===== src/rtl/timer_irq_ctrl.sv =====
// timer_irq_ctrl: APB-programmable interrupt controller for two timer event sources.
//
// Optional feature macro: TIMER_IRQ_MISS_CNT_EN
//   When it is defined, each source gets an 8-bit saturating miss counter. The counter
//   counts events that arrive while that source's PENDING bit is already set.
//   When it is undefined, there are no counter flops. MISS then reads 0 and writes to it
//   are ignored.
//
// Ports:
//   HCLK         in   clock; all state changes on its rising edge
//   HRESETn      in   asynchronous active-low reset
//   PADDR        in   APB address; PADDR[3:2] selects the word
//   PWDATA       in   APB write data
//   PWRITE       in   APB write strobe
//   PSEL         in   APB select
//   PENABLE      in   APB enable
//   PRDATA       out  APB read data; 0 outside an access-phase read
//   PREADY       out  tied to 1
//   PSLVERR      out  tied to 0
//   timer_irq_i  in   event pulses: bit0 overflow, bit1 compare match
//   irq_req_o    out  interrupt request to the core
//   irq_id_o     out  source of the current request (1 = compare)
//   irq_ack_i    in   one-cycle acknowledge from the core
//
// Register map (word index PADDR[3:2]):
//   0 PENDING  RO [1:0], write 1 to clear
//   1 MASK     RW [1:0]
//   2 MISS     RO {16'b0, cnt1, cnt0}; any write clears both counters
//   3 STATUS   RO {irq_id_o, busy}
module timer_irq_ctrl #(
    parameter int unsigned APB_ADDR_WIDTH = 12
) (
    input  logic                      HCLK,
    input  logic                      HRESETn,
    input  logic [APB_ADDR_WIDTH-1:0] PADDR,
    input  logic [31:0]               PWDATA,
    input  logic                      PWRITE,
    input  logic                      PSEL,
    input  logic                      PENABLE,
    output logic [31:0]               PRDATA,
    output logic                      PREADY,
    output logic                      PSLVERR,
    input  logic [1:0]                timer_irq_i,
    output logic                      irq_req_o,
    output logic                      irq_id_o,
    input  logic                      irq_ack_i
);

    typedef enum logic {
        StIdle,
        StReq
    } state_e;

    state_e     r_state;
    logic       r_irq_id;
    logic [1:0] r_pending;
    logic [1:0] r_mask;

    logic       w_wr;
    logic       w_rd;
    logic [1:0] w_idx;
    logic [1:0] w_qual;
    logic       w_ack;
    logic [1:0] w_pending_nxt;
    logic [7:0] w_cnt0;
    logic [7:0] w_cnt1;

    assign w_idx = PADDR[3:2];
    assign w_wr  = PSEL & PENABLE & PWRITE;
    assign w_rd  = PSEL & PENABLE & ~PWRITE;

    assign w_qual = r_pending & r_mask;
    // An acknowledge only counts while a request is outstanding.
    assign w_ack  = (r_state == StReq) & irq_ack_i;

    assign PREADY    = 1'b1;
    assign PSLVERR   = 1'b0;
    assign irq_req_o = (r_state == StReq);
    assign irq_id_o  = r_irq_id;

    // Only PADDR[3:2] and PWDATA[1:0] are decoded.
    logic w_unused_bits;
    assign w_unused_bits = ^{PADDR[APB_ADDR_WIDTH-1:4], PADDR[1:0], PWDATA[31:2]};

    // Pending next state. A new event is ORed in last, so it beats both a
    // write-1-to-clear and the acknowledge clear in the same cycle.
    always_comb begin
        w_pending_nxt = r_pending;
        if (w_wr && (w_idx == 2'd0)) begin
            w_pending_nxt = w_pending_nxt & ~PWDATA[1:0];
        end
        if (w_ack) begin
            w_pending_nxt[r_irq_id] = 1'b0;
        end
        w_pending_nxt = w_pending_nxt | timer_irq_i;
    end

    always_ff @(posedge HCLK or negedge HRESETn) begin
        if (!HRESETn) begin
            r_pending <= 2'b00;
        end else begin
            r_pending <= w_pending_nxt;
        end
    end

    always_ff @(posedge HCLK or negedge HRESETn) begin
        if (!HRESETn) begin
            r_mask <= 2'b00;
        end else if (w_wr && (w_idx == 2'd1)) begin
            r_mask <= PWDATA[1:0];
        end
    end

`ifdef TIMER_IRQ_MISS_CNT_EN
    logic [7:0] r_cnt0;
    logic [7:0] r_cnt1;

    // A write to MISS takes precedence over a same-cycle increment.
    always_ff @(posedge HCLK or negedge HRESETn) begin
        if (!HRESETn) begin
            r_cnt0 <= 8'h00;
            r_cnt1 <= 8'h00;
        end else if (w_wr && (w_idx == 2'd2)) begin
            r_cnt0 <= 8'h00;
            r_cnt1 <= 8'h00;
        end else begin
            if (timer_irq_i[0] && r_pending[0] && (r_cnt0 != 8'hFF)) begin
                r_cnt0 <= r_cnt0 + 8'd1;
            end
            if (timer_irq_i[1] && r_pending[1] && (r_cnt1 != 8'hFF)) begin
                r_cnt1 <= r_cnt1 + 8'd1;
            end
        end
    end

    assign w_cnt0 = r_cnt0;
    assign w_cnt1 = r_cnt1;
`else
    assign w_cnt0 = 8'h00;
    assign w_cnt1 = 8'h00;
`endif

    // Request FSM. The request comes straight from the state flop. Leaving StReq
    // always passes through StIdle, so there is at least one low cycle between requests.
    always_ff @(posedge HCLK or negedge HRESETn) begin
        if (!HRESETn) begin
            r_state  <= StIdle;
            r_irq_id <= 1'b0;
        end else begin
            unique case (r_state)
                StIdle: begin
                    if (|w_qual) begin
                        r_state  <= StReq;
                        r_irq_id <= w_qual[1];  // compare match has priority
                    end
                end
                StReq: begin
                    if (irq_ack_i) begin
                        r_state <= StIdle;
                    end
                end
                default: r_state <= StIdle;
            endcase
        end
    end

    always_comb begin
        PRDATA = 32'h0000_0000;
        if (w_rd) begin
            unique case (w_idx)
                2'd0: PRDATA = {30'b0, r_pending};
                2'd1: PRDATA = {30'b0, r_mask};
                2'd2: PRDATA = {16'b0, w_cnt1, w_cnt0};
                2'd3: PRDATA = {30'b0, r_irq_id, (r_state == StReq)};
                default: PRDATA = 32'h0000_0000;
            endcase
        end
    end

endmodule


===== config.mk =====
export PLATFORM = sky130hd
export DESIGN_NAME = timer_irq_ctrl
export DESIGN_NICKNAME = d
export VERILOG_FILES = /design/src/rtl/timer_irq_ctrl.sv
export SDC_FILE = /design/constraint.sdc
export NUM_CORES = 1
export LEC_CHECK = 0
export CORE_MARGIN = 4
export CORE_UTILIZATION = 20
export CTS_CLUSTER_SIZE = 30
export DETAILED_ROUTE_END_ITERATION = 10
export PLACE_DENSITY = 0.75
export RECOVER_POWER = 50
export SLEW_MARGIN = 20
export SYNTH_ARGS = -nofsm -noshare
export SYNTH_HDL_FRONTEND = slang
export SYNTH_SLANG_ARGS = --single-unit

===== constraint.sdc =====
create_clock -name HCLK -period 0.9 [get_ports HCLK]
set_input_delay 0.135 -clock HCLK [delete_from_list [all_inputs] [get_ports HCLK]]
set_output_delay 0.135 -clock HCLK [all_outputs]
set_load 0.02 [all_outputs]

# After elaboration in Yosys (flattened, before gate mapping)
# Index checks and enable logic that the tools add are counted.
[totals]
ff_bits = 6
input_bits = 52
output_inout_bits = 36
[op_classes]
n_lt_le_gt_ge = 2
n_eq_ne = 3
mux = 9
bitwise_logic = 12
n_reduce_logical = 6
[op_table]
columns = ["cell", "n"]
rows = [
  ["case mux 32 bit (4 select lines)", 1],
  ["2-to-1 mux 32 bit", 1],
  ["AND 2 bit", 3],
  ["AND 1 bit", 4],
  ["== test 2 bit (second input constant)", 2],
  ["2-to-1 mux 2 bit", 2],
  ["NOT 2 bit", 2],
  ["logical AND 1 bit", 3],
  ["2-to-1 mux 1 bit", 3],
  ["== test 2 x 1 -> 1 bit (second input constant)", 1],
  ["zero test 2 bit", 1],
  ["less-than comparator 1 x 2 -> 1 bit (second input constant)", 1],
  ["NOT 1 bit", 2],
  ["OR 2 bit", 1],
  ["case mux 1 bit (2 select lines)", 1],
  ["AND reduction 2 bit", 1],
  ["OR reduction 2 bit", 1],
  ["demux 1 bit (select 1 bit)", 1],
  [">= comparator 1 bit (second input constant)", 1],
]

# Depth between registers and ports, before layout
# Gate-level depths: netlist of the first run.
[depth]
depth_word = 8
depth_mapped = 3

# Least setup slack after synthesis of the first run
# Ideal clock, no wire load.
[synth_timing]
kind = "register -> output"
from = "register r_state, in the netlist irq_req_o"
to = "output port PRDATA[0]"
arrival_time_ns = 1.236
required_time_ns = 0.765
path_slack_ns = -0.471
stages_incl_launch_ff = 4
path_buffers = 0
path_cell_list = "dfrtp_1 mux2_2 a22oi_1 nor3_1"
[synth_via]
elab_chain_cells = 2
[synth_rtl]
columns = ["item", "line_no", "rtl"]
rows = [
  ["start, declared", "54", "state_e r_state;"],
  ["start signal, assigned", "147", "r_state <= StIdle;"],
  ["start signal, assigned", "153", "r_state <= StReq;"],
  ["start signal, assigned", "159", "r_state <= StIdle;"],
  ["case mux 32 bit (4 select lines)", "170", "unique case (w_idx)"],
  ["2-to-1 mux 32 bit", "169", "if (w_rd) begin"],
  ["end, declared", "40", "output logic [31:0] PRDATA,"],
]
# Every way passes these cells. The select of a mux whose other input is x is not followed.

# Final worst setup path of the first run
# Ends and elaborated chain as after synthesis.

==> flow_metrics.env, run 1 <==
export IMPL_status="finished, violations left"
export IMPL_failed_checks="negative setup slack"
export IMPL_io_pins=88
export IMPL_wl_per_cell_um=10.73
export IMPL_dp_final_hpwl_mm=1.075
export IMPL_synth_async_sr_flop_share_pct=100.0
export IMPL_period_share_pct=156.6
export IMPL_synth_top_area_share_pct=41.65
export IMPL_power_density_over_cell_area_nw_per_um2=2089
export IMPL_synth_edff_count=0
export IMPL_grt_pass1_vias=399
export IMPL_cts_tree="built"
export IMPL_yosysUniqueCellTypes=16
export IMPL_finish_cell_count_without_fillers=124
export IMPL_wire_length_of_the_first_global_routing_pass_mm=1.745
export IMPL_r2r_setup_slack_ps=-120
export IMPL_global_route_overflow_total=0
export IMPL_setup_worst_path_class="register to output pin"
export IMPL_track_usage_pct=6.667
export IMPL_max_clock_path_buffers=2
export IMPL_initial_utilization_pct=20.92
export IMPL_placement_io_buffers=15
export IMPL_fp_row_count=19
export IMPL_core_area_um2=2758
export IMPL_place_detailed_instances=117
export IMPL_dieWidth_um=61.71
export IMPL_detailedRoute_firstPassIterationCount=4
export IMPL_syn2layout_area_growth_pct=43.82
export IMPL_crit_required_ps=760
export IMPL_fillCellCount=288
export IMPL_floorplan_die_area_um2=3808
export IMPL_antennaDiodeCount=0
export IMPL_hold_path_class="input port to asynchronous set/reset pin"
export IMPL_yosysTopAreaCell="sky130_fd_sc_hd__buf_4"
export IMPL_route_final_wire_length_mm=1.330
export IMPL_place_congestion=0.7219
export IMPL_htreeDepth=1
export IMPL_drive_gt1_share_pct=41.94
export IMPL_synth_ff_latch_count=6
export IMPL_post_synthesis_area_per_instance_um2=9.013
export IMPL_max_cap_violations=0
export IMPL_number_of_instances_in_the_synthesized_netlist=64
export IMPL_die_height_um=61.71
export IMPL_antenna_found_initial=0
export IMPL_max_freq_mhz=709.5
export IMPL_startpoint_type_of_the_worst_setup_path="register"
export IMPL_vias=451
export IMPL_timing_final_setup_violations=9
export IMPL_synth_sequential_area_ratio_pct=26.03
export IMPL_placed_cell_area_um2=748.2
export IMPL_mappedNetlistArea_um2=576.8
export IMPL_finalHoldViolations=0
export IMPL_design_area_um2=829.5
export IMPL_avgViaCountPerCell=3.637
export IMPL_route_detailed_drc=0
export IMPL_clock_skew_ps=6.910
export IMPL_power_leakage_uw=0.0003966
export IMPL_ant_nets=0
export IMPL_grt_max_degree=7
export IMPL_final_max_slew_viol_count=0
export IMPL_arrival_ps=1270
export IMPL_synth_commonest_cells="sky130_fd_sc_hd__buf_4, sky130_fd_sc_hd__dfrtp_1, sky130_fd_sc_hd__a22oi_1, sky130_fd_sc_hd__nand2_1, sky130_fd_sc_hd__nand3_1"
export IMPL_drt_iter0_drc=13
export IMPL_endpoint_kind="output pin"
export IMPL_rsz_0062_raised_after_global_routing="true"
export IMPL_min_period_ps=1409
export IMPL_synth_flop_cell="sky130_fd_sc_hd__dfrtp_1"
export IMPL_final_core_utilization_pct=30.08
export IMPL_num_nets_final=146
export IMPL_cts_hold_buffers=0
export IMPL_cts_buffers_inserted=3
export IMPL_synthTopCellsByArea="sky130_fd_sc_hd__buf_4, sky130_fd_sc_hd__dfrtp_1, sky130_fd_sc_hd__mux2_4, sky130_fd_sc_hd__a22oi_1, sky130_fd_sc_hd__mux2_2"
export IMPL_cts_num_sinks=6
export IMPL_clkTransAtPathRegs_ps=50
export IMPL_critPathMaxFanout=2
export IMPL_synth_most_common_cell="sky130_fd_sc_hd__buf_4"
export IMPL_synthesis_yosys_warnings=0
export IMPL_worstSkewPairLatency_ps=240
export IMPL_power_ir_vdd_worst_v=0.001039
export IMPL_clk_root_buffer_cell="sky130_fd_sc_hd__clkbuf_4"
export IMPL_setup_slack_ps=-509.4
registers in the layout, summed over array words and instances, names as in the netlist:
register	cells
r_pending	2
irq_req_o	1
r_mask	2
irq_id_o	1
worst paths after layout:
path                                startpoint           end  cells after the start
worst max-delay path                 irq_req_o     PRDATA[0]                      4
worst min-delay path                   HRESETn  r_pending[0]                      1
worst max register to register        irq_id_o  r_pending[0]                      3
worst min register to register        irq_id_o      irq_id_o                      3
max in group asynchronous              HRESETn      irq_id_o                      1
min in group HCLK               timer_irq_i[1]  r_pending[1]                      2
routing by layer:
layer  up-vias  wire length (um)  GRT usage [%]
met5         -                 0              0
met4         0                 0          5.455
met3         0               206          2.893
met2        31               720          11.51
met1       208               403          5.985
li1        212                 -              -
area by class of cell:
cell class                      instances  area (um2)  area share (%)
Multi-Input combinational cell         56       362.8           43.74
Tap cell                               31       38.79           4.676
Timing Repair Buffer                   27       249.0           30.02
Sequential cell                         6       152.6           18.40
Clock buffer                            4       26.28           3.167
placed cells by master (no fill, tap or decap), drive strengths merged:
cell type      count
o21ai              2
clkbuf             5
clkdlybuf4s15      2
and3b              1
conb              32
a21oi              1
dlygate4sd2        1
nand3b             1
and3               1
nand2              3
nor3               2
a22oi              3
dfrtp              6
nand3              3
nor2               1
buf               17
clkdlybuf4s50      5
dlygate4sd3        1
mux2               4
a31o               2
worst max-delay path, stage by stage (launching register included):
cell	delay [ps]
sky130_fd_sc_hd__dfrtp_2	400
sky130_fd_sc_hd__mux2_4	260
sky130_fd_sc_hd__a22oi_2	190
sky130_fd_sc_hd__nor3_4	50
sky130_fd_sc_hd__buf_6	130
power by group:
group	internal [uW]	total, uW	switching, uW
registers	368	429	61.1
logic	535	1040	504
clock network	168	265	97.1
total	1070	1730	662
kinds of logic (layout without fill, tap and decap cells):
group,count (synthesis),after routing,synth area share [%]
buf+inv,32,31,41.65
simple gates,12,12,12.36
compound gates,8,8,9.544
flops,6,6,26.03
mux,4,4,9.111
other cells,2,32,1.302
timing repair:
| item | CTS | global route |
|---|---|---|
| pin swaps | 8 | 2 |
| resized for setup | 41 | 7 |
| endpoints found under the setup margin | 9 | 10 |
| buffers inserted | 4 | 2 |
| endpoints found under the hold margin | 0 | 0 |
metrics by stage:
stage / power (uW) / setup TNS, ps / hold slack (ps) / setup slack (ps)
after global routing: 1848 / -2091 / 197.1 / -557.2
final: 1733 / -1758 / 195.8 / -509.4
after global placement: 1222 / -5150 / 385.3 / -1015
after CTS: 1712 / -2071 / 122.9 / -531.8
after floorplan: 984.5 / -504.3 / -160.6 / -220.8
after detailed placement: 1246 / -5322 / 391.4 / -1078
(Power assumes the default switching activity.)
==> run 2, diff against run 1 <==
--- a/config.mk
+++ b/config.mk
@@ -11,7 +11,6 @@
 export DETAILED_ROUTE_END_ITERATION = 10
 export PLACE_DENSITY = 0.75
 export RECOVER_POWER = 50
-export SLEW_MARGIN = 20
 export SYNTH_ARGS = -nofsm -noshare
 export SYNTH_HDL_FRONTEND = slang
 export SYNTH_SLANG_ARGS = --single-unit
==> results of run 2 <==
The final DEF is identical to that of run 1; final timing and power are the same.
==> run 3, diff against run 2 <==
--- a/config.mk
+++ b/config.mk
@@ -5,11 +5,11 @@
 export SDC_FILE = /design/constraint.sdc
 export NUM_CORES = 1
 export LEC_CHECK = 0
-export CORE_MARGIN = 4
-export CORE_UTILIZATION = 20
+export CORE_AREA = 4 4 41 43
 export CTS_CLUSTER_SIZE = 30
 export DETAILED_ROUTE_END_ITERATION = 10
-export PLACE_DENSITY = 0.75
+export DIE_AREA = 0 0 45 47
+export DONT_BUFFER_PORTS = 1
 export RECOVER_POWER = 50
 export SYNTH_ARGS = -nofsm -noshare
 export SYNTH_HDL_FRONTEND = slang
==> flow_metrics.env, run 3 (synthesis gave the netlist of run 1 again) <==
export IMPL_rr_worst_depth=4
export IMPL_track_usage_pct=10.49
export IMPL_hold_path_class="input port to register"
export IMPL_htreeDepth=1
export IMPL_antennaDiodeCount=0
export IMPL_placed_cell_area_um2=578.1
export IMPL_total_design_power_uw=1543
export IMPL_period_share_pct=145.8
export IMPL_detailedRoute_firstPassIterationCount=4
export IMPL_wl_per_cell_um=12.49
export IMPL_initial_utilization_pct=44.33
export IMPL_timing_critical_path_slowest_cell_delay_ps=410
export IMPL_final_common_cell="sky130_fd_sc_hd__conb_1"
export IMPL_vias=400
export IMPL_failed_checks="negative setup slack"
export IMPL_min_path_cells=1
export IMPL_placement_io_buffers=0
export IMPL_critical_path_slowest_cell="sky130_fd_sc_hd__dfrtp_2"
export IMPL_power_ir_vdd_worst_v=0.001093
export IMPL_setup_slack_ps=-412.3
export IMPL_crit_required_ps=760
export IMPL_avgViaCountPerCell=4.255
export IMPL_buf_inv_stages_crit_path=0
export IMPL_drt_iter0_drc=8
export IMPL_timing_final_setup_violations=9
export IMPL_min_from="PWDATA[1]"
export IMPL_reg2reg_from="irq_req_o"
export IMPL_status="finished, violations left"
export IMPL_min_period_ps=1312
export IMPL_setup_tns_ps=-1584
export IMPL_clk_root_buffer_cell="sky130_fd_sc_hd__clkbuf_4"
export IMPL_r2r_setup_slack_ps=-150
export IMPL_wire_length_of_the_first_global_routing_pass_mm=1.538
export IMPL_cts_num_sinks=6
export IMPL_layout_common_cells="sky130_fd_sc_hd__conb_1, sky130_fd_sc_hd__buf_4, sky130_fd_sc_hd__mux2_4, sky130_fd_sc_hd__dlygate4sd3_1, sky130_fd_sc_hd__dfrtp_1"
export IMPL_startpoint_type_of_the_worst_setup_path="register"
export IMPL_syn2layout_area_growth_pct=17.79
export IMPL_grt_pass1_vias=336
export IMPL_core_area_um2=1301
export IMPL_route_detailed_drc=0
export IMPL_global_route_overflow_total=0
export IMPL_cts_tree="built"
export IMPL_design_area_um2=679.4
export IMPL_antenna_found_initial=0
export IMPL_final_max_slew_viol_count=0
export IMPL_dieWidth_um=45
export IMPL_num_nets_final=133
export IMPL_timing_rr_end="r_pending[1]"
export IMPL_power_density_over_cell_area_nw_per_um2=2272
export IMPL_reg_top3="r_mask x2, r_pending x2"
export IMPL_finalHoldViolations=0
export IMPL_worstSetupPathDepth=3
export IMPL_hold_ws_ps=51.53
export IMPL_critPathMaxFanout=2
export IMPL_cell_family_contributing_the_most_delay_on_the_critical_path="flip-flops"
export IMPL_die_height_um=47
export IMPL_io_pins=88
export IMPL_rsz_0062_raised_after_global_routing="true"
export IMPL_route_final_wire_length_mm=1.174
export IMPL_ant_nets=0
export IMPL_clock_skew_ps=1.990
export IMPL_cts_buffers_inserted=3
export IMPL_max_cap_violations=0
export IMPL_fp_row_count=13
export IMPL_max_clock_path_buffers=2
export IMPL_worstSkewPairLatency_ps=230
export IMPL_grt_max_degree=8
export IMPL_dp_final_hpwl_um=957.2
export IMPL_clkTransAtPathRegs_ps=40
export IMPL_arrival_ps=1180
export IMPL_place_congestion=0.7490
export IMPL_setup_worst_path_class="register to output pin"
export IMPL_power_leakage_uw=0.0003345
export IMPL_path_cells="mux2_4, a22oi_2, nor3_4"
export IMPL_drive_gt1_share_pct=37.97
export IMPL_endpoint_kind="output pin"
export IMPL_hold_path_end="r_mask[1]"
export IMPL_floorplan_die_area_um2=2115
export IMPL_max_freq_mhz=762.0
## run 3: cell types whose count changed in the layout (fill, tap and decap cells not counted), sizes merged
cell	previous run	this run
clkbuf	5	3
dlygate4sd2	1	0
buf	17	10
clkdlybuf4s50	5	0
clkdlybuf4s15	2	0
dlygate4sd3	1	4
## run 3: worst reg2reg max path: cells and delay by family (launching register included)
family                 cells  cell delay, ps
buffers and inverters      2             250
AO/OA/AOI/OAI              1             240
AND/OR/NAND/NOR            1              70
flip-flops                 1             370
## run 3: timing repair
action | in CTS | in global routing
buffers inserted | 0 | 2
cloned | 0 | 0
hold buffers | 3 | 1
pin swaps | 0 | 2
gates resized for setup | 2 | 8
endpoints found under the setup margin | 9 | 10
endpoints found under the hold margin | 8 | 1
## run 3: cell type report
class | instances | area (um2)
Clock buffer | 3 | 22.52
Sequential cell | 6 | 152.6
Fill cell | 119 | 621.8
Timing Repair Buffer | 14 | 133.9
Multi-Input combinational cell | 56 | 351.6
Tap cell | 15 | 18.77
## run 3: per-layer routing
metal / track usage (%) / vias to the layer above / share of wire (%)
met5: 0 / - / 0
met4: 0 / 0 / 2.1
met3: 7.280 / 2 / 13
met2: 16.67 / 27 / 49
met1: 12.50 / 187 / 36
li1: - / 184 / -
## run 3: worst max-delay path by stage
stage | end | from | slack [ps]
CTS | PRDATA[0] | irq_req_o | -410
finish | PRDATA[0] | irq_req_o | -410
global route | PRDATA[0] | irq_req_o | -440
floorplan | PRDATA[0] | irq_req_o | -220
global placement | PRDATA[0] | r_mask[0] | -140
detailed placement | PRDATA[0] | irq_req_o | -150
## run 3: power breakdown
group	switching [uW]	leakage [uW]	internal (uW)
Sequential	78.6	0.0000649	369
Combinational	439	0.000256	424
Clock	83.3	0.0000138	150
## run 3: per-stage QoR
step	std cells	utilization (%)	setup WS [ps]
global placement	86	44.42	-138.5
finish	94	52.21	-412.3
CTS	92	49.04	-412.0
floorplan	94	-	-220.8
global route	94	52.21	-445.0
detailed placement	86	44.42	-153.8
